$ cat config.mk
export PLATFORM = sky130hd
export DESIGN_NAME = seq_mult_bcd_display
export DESIGN_NICKNAME = d
export VERILOG_FILES = /design/src/rtl/seq_mult_bcd_display_pkg.sv /design/src/rtl/seq_mult_bcd_display_seg7_decoder.sv /design/src/rtl/seq_mult_bcd_display.sv
export SDC_FILE = /design/constraint.sdc
export NUM_CORES = 1
export LEC_CHECK = 0
export ABC_AREA = 1
export CORE_MARGIN = 1
export CORE_UTILIZATION = 40
export CTS_BUF_LIST = sky130_fd_sc_hd__clkbuf_4 sky130_fd_sc_hd__clkbuf_8
export CTS_CLUSTER_SIZE = 40
export DETAILED_ROUTE_END_ITERATION = 8
export GPL_TIMING_DRIVEN = 0
export SYNTH_ARGS = -nofsm -noshare
export SYNTH_HDL_FRONTEND = slang
export SYNTH_SLANG_ARGS = --single-unit
$ cat constraint.sdc
create_clock -name clk -period 1.9 [get_ports clk]
set_input_delay 0.38 -clock clk [delete_from_list [all_inputs] [get_ports clk]]
set_output_delay 0.38 -clock clk [all_outputs]
set_load 0.02 [all_outputs]
$ cat src/rtl/seq_mult_bcd_display_pkg.sv
// Shared types and helpers for the sequential multiplier / BCD display block.
package seq_mult_pkg;

  typedef enum logic [1:0] {
    IDLE,
    MUL,
    CONV,
    DONE
  } state_t;

  localparam int unsigned DIGITS_DEFAULT = 2;
  localparam int unsigned BCD_W          = 4 * DIGITS_DEFAULT;

  // Active-low {g,f,e,d,c,b,a} pattern for one BCD digit; non-decimal codes are blank.
  function automatic logic [6:0] seg7_encode(input logic [3:0] digit);
    logic [6:0] pat;
    case (digit)
      4'd0:    pat = 7'b1000000;
      4'd1:    pat = 7'b1111001;
      4'd2:    pat = 7'b0100100;
      4'd3:    pat = 7'b0110000;
      4'd4:    pat = 7'b0011001;
      4'd5:    pat = 7'b0010010;
      4'd6:    pat = 7'b0000010;
      4'd7:    pat = 7'b1111000;
      4'd8:    pat = 7'b0000000;
      4'd9:    pat = 7'b0010000;
      default: pat = 7'b1111111;
    endcase
    return pat;
  endfunction

  // 10^n, used to check that DIGITS can hold the largest product.
  function automatic longint unsigned pow10(input int unsigned n);
    longint unsigned r;
    r = 64'd1;
    for (int unsigned i = 0; i < n; i++) begin
      r = r * 64'd10;
    end
    return r;
  endfunction

  // Largest product of two unsigned w-bit operands.
  function automatic longint unsigned max_product(input int unsigned w);
    longint unsigned m;
    m = (64'd1 << w) - 64'd1;
    return m * m;
  endfunction

endpackage

$ cat src/rtl/seq_mult_bcd_display_seg7_decoder.sv
// One BCD digit to seven-segment pattern {g,f,e,d,c,b,a}, selectable polarity.
module seg7_decoder
  import seq_mult_pkg::*;
#(
  parameter bit SEG_ACTIVE_LOW = 1'b1
) (
  input  logic [3:0] digit,
  output logic [6:0] seg
);

  // Polarity applied on top of the active-low reference pattern.
  always_comb begin
    seg = seg7_encode(digit);
    if (!SEG_ACTIVE_LOW) begin
      seg = ~seg7_encode(digit);
    end
  end

endmodule

$ cat src/rtl/seq_mult_bcd_display.sv
// Sequential shift-and-add multiplier with double-dabble BCD conversion and
// per-digit seven-segment output, driven by a start/done handshake.
module seq_mult_bcd_display
  import seq_mult_pkg::*;
#(
  parameter int unsigned WIDTH          = 3,
  parameter int unsigned DIGITS         = 2,
  parameter bit          SEG_ACTIVE_LOW = 1'b1
) (
  input  logic                  clk,
  input  logic                  rst,
  input  logic                  start,
  input  logic [WIDTH-1:0]      a,
  input  logic [WIDTH-1:0]      b,
  output logic                  busy,
  output logic                  done,
  output logic [2*WIDTH-1:0]    product,
  output logic [4*DIGITS-1:0]   bcd,
  output logic [7*DIGITS-1:0]   seg
);

  localparam int unsigned PW = 2 * WIDTH;
  localparam int unsigned BW = 4 * DIGITS;
  localparam int unsigned DW = BW + PW;
  localparam int unsigned CW = $clog2(PW);

  if (WIDTH < 2 || pow10(DIGITS) <= max_product(WIDTH)) begin : g_bad_params
    $fatal(1, "seq_mult_bcd_display: WIDTH must be >= 2 and 10^DIGITS must exceed (2^WIDTH-1)^2");
  end

  state_t          state, state_nxt;
  logic [CW-1:0]   cnt;
  logic [PW-1:0]   acc;
  logic [PW-1:0]   acc_next;
  logic [PW-1:0]   mcand;
  logic [WIDTH-1:0] mplier;
  logic [DW-1:0]   dab;
  logic [DW-1:0]   dab_adj;
  logic [PW-1:0]   product_r;
  logic [BW-1:0]   bcd_r;
  logic            done_r;
  logic            mul_last;
  logic            conv_last;

  assign mul_last  = (cnt == CW'(WIDTH - 1));
  assign conv_last = (cnt == CW'(PW - 1));

  // State register.
  always_ff @(posedge clk) begin
    if (rst) begin
      state <= IDLE;
    end else begin
      state <= state_nxt;
    end
  end

  // Next-state logic: fixed-length MUL and CONV phases, single DONE cycle.
  always_comb begin
    state_nxt = state;
    case (state)
      IDLE:    if (start)     state_nxt = MUL;
      MUL:     if (mul_last)  state_nxt = CONV;
      CONV:    if (conv_last) state_nxt = DONE;
      DONE:                   state_nxt = IDLE;
      default:                state_nxt = IDLE;
    endcase
  end

  // Accumulator value after the current multiply step.
  always_comb begin
    acc_next = acc;
    if (mplier[0]) begin
      acc_next = acc + mcand;
    end
  end

  // Double-dabble correction: every BCD digit >= 5 gets +3 before the shift.
  always_comb begin
    dab_adj = dab;
    for (int unsigned i = 0; i < DIGITS; i++) begin
      if (dab[PW + 4*i +: 4] >= 4'd5) begin
        dab_adj[PW + 4*i +: 4] = dab[PW + 4*i +: 4] + 4'd3;
      end
    end
  end

  // Datapath: operand capture, multiply steps, conversion shifts, result registers.
  // The final multiply step loads the conversion register straight from
  // acc_next so CONV can start shifting on its first cycle.
  always_ff @(posedge clk) begin
    if (rst) begin
      cnt       <= '0;
      acc       <= '0;
      mcand     <= '0;
      mplier    <= '0;
      dab       <= '0;
      product_r <= '0;
      bcd_r     <= '0;
      done_r    <= 1'b0;
    end else begin
      done_r <= 1'b0;
      case (state)
        IDLE: begin
          if (start) begin
            mcand  <= {{WIDTH{1'b0}}, a};
            mplier <= b;
            acc    <= '0;
            cnt    <= '0;
          end
        end
        MUL: begin
          acc    <= acc_next;
          mplier <= mplier >> 1;
          mcand  <= mcand << 1;
          if (mul_last) begin
            cnt <= '0;
            dab <= {{BW{1'b0}}, acc_next};
          end else begin
            cnt <= cnt + 1'b1;
          end
        end
        CONV: begin
          dab <= dab_adj << 1;
          if (conv_last) begin
            cnt <= '0;
          end else begin
            cnt <= cnt + 1'b1;
          end
        end
        DONE: begin
          product_r <= acc;
          bcd_r     <= dab[DW-1 -: BW];
          done_r    <= 1'b1;
        end
        default: begin
          done_r <= 1'b0;
        end
      endcase
    end
  end

  assign busy    = (state != IDLE);
  assign done    = done_r;
  assign product = product_r;
  assign bcd     = bcd_r;

  // Segment patterns follow the registered BCD, so they change only with it.
  for (genvar i = 0; i < DIGITS; i++) begin : g_seg
    seg7_decoder #(
      .SEG_ACTIVE_LOW(SEG_ACTIVE_LOW)
    ) u_seg7 (
      .digit(bcd_r[4*i +: 4]),
      .seg  (seg[7*i +: 7])
    );
  end

endmodule

==> results.sh, run 1 <==
export IMPL_cap_violations=0
export IMPL_antenna_found_initial=0
export IMPL_die_w_um=90.9
export IMPL_coreArea_um2=7690
export IMPL_critical_path_startpoint_type="register"
export IMPL_hold_path_class="input pin to register"
export IMPL_drt_wl_total_um=6890
export IMPL_ys_ff_latch=63
export IMPL_max_stage_delay_ns=0.34
export IMPL_floorplan_io_pins=39
export IMPL_syn_to_final_growth_pct=25.7
export IMPL_cts_max_level=3
export IMPL_first_pass_iters=4
export IMPL_drtAntennaViolNets=0
export IMPL_cts_buffers=9
export IMPL_syn_inst=398
export IMPL_ys_types=40
export IMPL_critPathRequiredTime_ns=2.12
export IMPL_nets=485
export IMPL_final_area_um2=3980
export IMPL_clockBufferDepth=2
export IMPL_slew_headroom_pct=61.0
export IMPL_worstPathCellList="ha_2 > buf_6 > inv_6 > buf_8 > buf_12 > nor2_2 > nor3_2 > buf_4 > ha_1 > o21ai_1 > o21ai_0"
export IMPL_fin_crit_sh_pct=93.6
export IMPL_tightestPinTransition_ns=0.585
export IMPL_synth_edf_count=0
export IMPL_initial_utilization_pct=41.2
export IMPL_root_buffer="clkbuf_8"
export IMPL_clk_latency_ns=0.34
export IMPL_finalCriticalPeriod_ns=1.78
export IMPL_grt_max_degree=12
export IMPL_num_rows=32
export IMPL_synth_fp_nets=431
export IMPL_clkTransAtPathRegs_ns=0.07
export IMPL_drive_above_1_share_pct=15.3
export IMPL_netlist_area_um2=3160
export IMPL_dp_hpwl_um=4920
export IMPL_place_gp_congestion=0.802
export IMPL_maxSlewViolCount=0
export IMPL_vias_per_cell=4.80
export IMPL_die_area_um2=8270
export IMPL_io_buffers=37
export IMPL_clock_sinks=63
export IMPL_drt_iter0_drc=146
export IMPL_critPathMaxFanout=7
export IMPL_syn_area_per_cell_um2=7.95
export IMPL_grt_util_all_layers_pct=17.7
export IMPL_cp_end_kind="register"
export IMPL_p_per_area_nw_per_um2=1350
export IMPL_num_vias=2681
export IMPL_leakage_nw=1.65
export IMPL_critPathKind="register to register"
export IMPL_crit_buf_inv=5
export IMPL_finalHoldViolCount=0
export IMPL_placed_cell_area_um2=3660
export IMPL_yosysWarnings=0
export IMPL_overflow=0
export IMPL_hold_buffers=0
export IMPL_die_height_um=90.9
export IMPL_finalClockSkew_ns=0.00841
export IMPL_async_reset_ff_share_pct=0
export IMPL_critPathArrivalTime_ns=2.00
export IMPL_max_freq_mhz=562
export IMPL_wl_per_cell_um=12.3
export IMPL_peakVddDrop_mv=0.702
export IMPL_postLayoutCoreUtil_pct=51.8
export IMPL_drc_errors=0
export IMPL_status="finished, final reports clean"
export IMPL_grt_pass1_wl_um=11800
export IMPL_ys_seq_area_share_pct=39.9
export IMPL_path_delay_family="buffers and inverters"
export IMPL_diodes=0
export IMPL_crit_path_top_delay_cell="dfxtp_2"
export IMPL_ys_flop_type="dfxtp_1"
export IMPL_grt_pass1_vias=2589
export IMPL_setup_viol=0
export IMPL_cts_tree="built"
==> metal layers <==
| metal | vias up | wire length, um | global-route usage, % |
|---|---|---|---|
| li1 | 1422 | - | - |
| met1 | 1207 | 3280 | 21.8 |
| met2 | 45 | 3260 | 30.3 |
| met3 | 7 | 259 | 4.94 |
| met4 | 0 | 87 | 4.76 |
| met5 | - | 0 | 0 |
==> state kept, by name, indices dropped and copies added, names as in the netlist, 2 cells and up <==
signal	flops
mcand	6
mplier	3
g_seg.u_seg7.seg	14
state	2
dab	14
product	6
acc	6
bcd	8
cnt	3
==> kinds of logic (layout without fill, tap and decap cells) <==
| kind of cell | after synthesis | after routing | share of synthesized area [%] |
|---|---|---|---|
| adder cells (fa/ha/maj) | 24 | 24 | 9.73 |
| flip-flops | 63 | 63 | 39.9 |
| buffers and inverters | 55 | 114 | 8.66 |
| XOR/XNOR | 5 | 5 | 1.38 |
| AO/OA/AOI/OAI | 99 | 99 | 17.4 |
| AND/OR/NAND/NOR | 152 | 152 | 22.9 |
==> where the power goes <==
group | switching (mW) | internal [mW]
Sequential | 0.196 | 1.65
Combinational | 1.33 | 0.913
Clock | 0.528 | 0.748
==> cells in the final DEF, fill, tap and decap left out, drive strengths merged, types with 2 or more instances in the layout <==
| cell | Yosys | routed |
|---|---|---|
| a21oi | 41 | 41 |
| a31oi | 5 | 5 |
| buf | 9 | 15 |
| bufinv | 0 | 2 |
| clkbuf | 4 | 15 |
| clkdlybuf4s50 | 0 | 36 |
| clkinv | 0 | 2 |
| clkinvlp | 0 | 2 |
| dfxtp | 63 | 63 |
| ha | 23 | 23 |
| inv | 42 | 42 |
| nand2 | 71 | 71 |
| nand3 | 17 | 17 |
| nand3b | 3 | 3 |
| nand4 | 2 | 2 |
| nor2 | 43 | 43 |
| nor3 | 11 | 11 |
| o211ai | 5 | 5 |
| o21ai | 44 | 44 |
| or2 | 4 | 4 |
| xor2 | 4 | 4 |
==> area by class of cell <==
class	instances	area [um2]
Clock buffer	10	131
Buffer	13	110
Timing Repair Buffer	43	423
Clock inverter	6	85.1
Multi-Input combinational cell	280	1670
Sequential cell	63	1260
Fill cell	763	3710
Inverter	42	168
Tap cell	102	128
==> synth_stat cells, types with 3 or more instances <==
library cell	instances	area [um2]
nand2_1	70	263
dfxtp_1	63	1260
nor2_1	41	154
a21oi_1	40	200
inv_1	33	124
o21ai_0	33	165
ha_1	23	288
nand3_1	17	85.1
inv_2	6	22.5
o21ai_1	6	30.0
a31oi_1	5	31.3
buf_6	5	56.3
nor3_1	5	25.0
o21ai_2	5	43.8
clkbuf_1	4	15.0
nor3_4	4	65.1
o211ai_1	4	30.0
xor2_1	4	35.0
nand3b_1	3	22.5
or2_2	3	18.8
==> path summary, 6_finish.rpt <==
path                               start                      to  slack (ns)  depth (start not counted)
worst max-delay path            state[1]  g_seg[0].u_seg7.seg[0]        0.12                         11
worst min-delay path                 rst                  bcd[7]        0.36                          2
worst max register to register  state[1]  g_seg[0].u_seg7.seg[0]        0.12                         11
worst min register to register    dab[0]                  dab[0]        0.46                          2
==> stage by stage <==
step,total power [mW],hold slack (ns),setup WS (ns),cells,TNS [ns]
after CTS,5.37,0.334,0.000572,556,0
after global placement,4.02,0.454,-0.182,537,-0.622
after floorplan,3.35,0.440,0.0604,398,0
after detailed placement,4.05,0.457,-0.198,537,-0.716
after global routing,5.75,0.353,-0.00887,559,-0.0199
final,5.36,0.360,0.122,559,0
==> what timing repair did <==
action,in CTS,in global routing
pin swaps,2,5
setup buffers,3,3
cloned,0,0
gates resized for setup,5,13
setup endpoints to repair,8,11
endpoints found under the hold margin,0,0
Note: power is estimated with default switching activity, not from simulation.
==> inputs of run 2 (changes only) <==
--- a/config.mk
+++ b/config.mk
@@ -7,11 +7,12 @@
 export LEC_CHECK = 0
 export ABC_AREA = 1
 export CORE_MARGIN = 1
-export CORE_UTILIZATION = 40
+export CORE_UTILIZATION = 52
 export CTS_BUF_LIST = sky130_fd_sc_hd__clkbuf_4 sky130_fd_sc_hd__clkbuf_8
 export CTS_CLUSTER_SIZE = 40
 export DETAILED_ROUTE_END_ITERATION = 8
 export GPL_TIMING_DRIVEN = 0
+export PLACE_DENSITY = 0.78
 export SYNTH_ARGS = -nofsm -noshare
 export SYNTH_HDL_FRONTEND = slang
 export SYNTH_SLANG_ARGS = --single-unit
==> results.sh, run 2 (synthesis results as in run 1) <==
export IMPL_status="finished, final reports clean"
export IMPL_critPathKind="register to register"
export IMPL_critPathArrivalTime_ns=1.99
export IMPL_setup_viol=0
export IMPL_hold_path_class="input pin to register"
export IMPL_startpoint="state[0]"
export IMPL_drt_wl_total_um=6740
export IMPL_grt_max_degree=15
export IMPL_root_buffer="clkbuf_8"
export IMPL_multi_input_area_um2=1670
export IMPL_maxSlewViolCount=0
export IMPL_coreArea_um2=5890
export IMPL_max_freq_mhz=565
export IMPL_grt_util_all_layers_pct=23.2
export IMPL_r2r_cells=10
export IMPL_peakVddDrop_mv=0.830
export IMPL_die_w_um=80.0
export IMPL_p_per_area_nw_per_um2=1370
export IMPL_critPathMaxFanout=14
export IMPL_fill_cells=479
export IMPL_clock_sinks=63
export IMPL_critPathRequiredTime_ns=2.12
export IMPL_p_seq_share_pct=34.6
export IMPL_place_gp_congestion=0.840
export IMPL_wl_per_cell_um=12.7
export IMPL_tightestPinTransition_ns=0.565
export IMPL_finalHoldViolCount=0
export IMPL_finalClockSkew_ns=0.0119
export IMPL_cts_tree="built"
export IMPL_syn_to_final_growth_pct=23.7
export IMPL_drtAntennaViolNets=0
export IMPL_cts_buffers=9
export IMPL_die_height_um=80.0
export IMPL_clockBufferDepth=2
export IMPL_cp_end_kind="register"
export IMPL_diodes=0
export IMPL_nets=482
export IMPL_postLayoutCoreUtil_pct=66.5
export IMPL_first_pass_iters=5
export IMPL_antenna_found_initial=0
export IMPL_leakage_nw=1.64
export IMPL_overflow=0
export IMPL_hold_buffers=0
export IMPL_clk_latency_ns=0.34
export IMPL_final_cell_mix="nand2_1, dfxtp_1, nor2_1, a21oi_1, clkdlybuf4s50_1"
export IMPL_clkTransAtPathRegs_ns=0.07
export IMPL_cap_violations=0
export IMPL_floorplan_io_pins=39
export IMPL_pwr_share_comb_pct=41.1
export IMPL_io_buffers=37
export IMPL_finalCriticalPeriod_ns=1.77
export IMPL_internal_power_mw=3.33
export IMPL_pwr_share_clk_pct=24.3
export IMPL_hold_depth=2
export IMPL_r2r_start="state[0]"
export IMPL_worstHoldStart="rst"
export IMPL_rsz0062_at_grt="no"
export IMPL_grt_pass1_vias=2680
export IMPL_cts_max_level=3
export IMPL_power_switching_mw=2.04
export IMPL_die_area_um2=6400
export IMPL_slew_headroom_pct=62.4
export IMPL_drc_errors=0
export IMPL_seqCellArea_um2=1260
export IMPL_reg2reg_to="g_seg[1].u_seg7.seg[0]"
export IMPL_drt_iter0_drc=128
export IMPL_p_sw_share_pct=38.0
export IMPL_vias_per_cell=5.25
export IMPL_reg2reg_slack_ns=0.13
export IMPL_grt_pass1_wl_um=11400
export IMPL_finalSetupTns_ns=0
export IMPL_num_vias=2778
export IMPL_critical_path_startpoint_type="register"
export IMPL_final_common_cell="nand2_1"
export IMPL_dp_hpwl_um=4840
export IMPL_initial_utilization_pct=53.8
export IMPL_hold_end="bcd[7]"
export IMPL_fin_crit_sh_pct=93.2
export IMPL_num_rows=28
export IMPL_drive_above_1_share_pct=14.8
run 2: cell count changes in the layout (fill, tap and decap cells not counted), sizes merged:
cell and change:
buf -3, clkbuf +1, clkinvlp -1
run 2: how the worst max path moves through the flow:
stage / depth (start not counted) / slack (ns) / end
finish: 10 / 0.13 / g_seg[1].u_seg7.seg[0]
CTS: 4 / 0.005 / busy
global route: 9 / 0.0003 / g_seg[0].u_seg7.seg[0]
detailed placement: 10 / -0.16 / g_seg[0].u_seg7.seg[3]
global placement: 10 / -0.13 / g_seg[0].u_seg7.seg[3]
floorplan: 10 / 0.06 / g_seg[0].u_seg7.seg[3]
run 2: critical path, stage by stage, from the launching register on:
cell,delay [ns]
dfxtp_1,0.33
ha_1,0.21
buf_6,0.15
inv_8,0.09
nor2_1,0.07
nor3_2,0.17
buf_4,0.17
inv_2,0.06
ha_1,0.20
o21ai_2,0.16
o21ai_1,0.07
run 2: routing by layer:
layer  GRT usage (%)  share of wire [%]  vias up
met5               0                  0        -
met3            4.23                3.6       15
met2            41.0                 50       59
li1                -                  -     1426
met1            26.8                 43     1278
met4            10.7                2.6        0
run 2: cell type report:
type / instances / share of cell area [%]
plain buffers: 12 / 2.43
clock buffers: 11 / 3.71
clock inverters: 5 / 2.08
inverters: 42 / 4.35
multi-input cells: 280 / 42.7
flip-flops and latches: 63 / 32.2
well taps: 75 / 2.40
repair buffers: 41 / 10.1
run 2: repair_timing:
action | in CTS | in global routing
endpoints found under the setup margin | 8 | 9
resized for setup | 2 | 14
gates cloned | 0 | 0
buffers inserted | 3 | 1
pin swaps | 3 | 5
run 2: power groups by stage:
stage	combinational (mW)	sequential [mW]	clock, mW
CTS	2.17	1.86	1.33
finish	2.21	1.86	1.30
global placement	2.11	1.87	0
global route	2.45	1.90	1.40
floorplan	1.32	2.03	0
detailed placement	2.15	1.88	0
run 2: per-stage QoR:
| step | std cells | setup slack (ns) | instance area, um2 | power [mW] | hold WS (ns) |
|---|---|---|---|---|---|
| floorplan | 398 | 0.0604 | 3160 | 3.35 | 0.440 |
| global placement | 510 | -0.126 | 3630 | 3.98 | 0.453 |
| detailed placement | 510 | -0.156 | 3630 | 4.03 | 0.462 |
| CTS | 528 | 0.00508 | 3870 | 5.36 | 0.333 |
| global route | 529 | 0.000327 | 3910 | 5.75 | 0.337 |
| finish | 529 | 0.129 | 3910 | 5.37 | 0.343 |
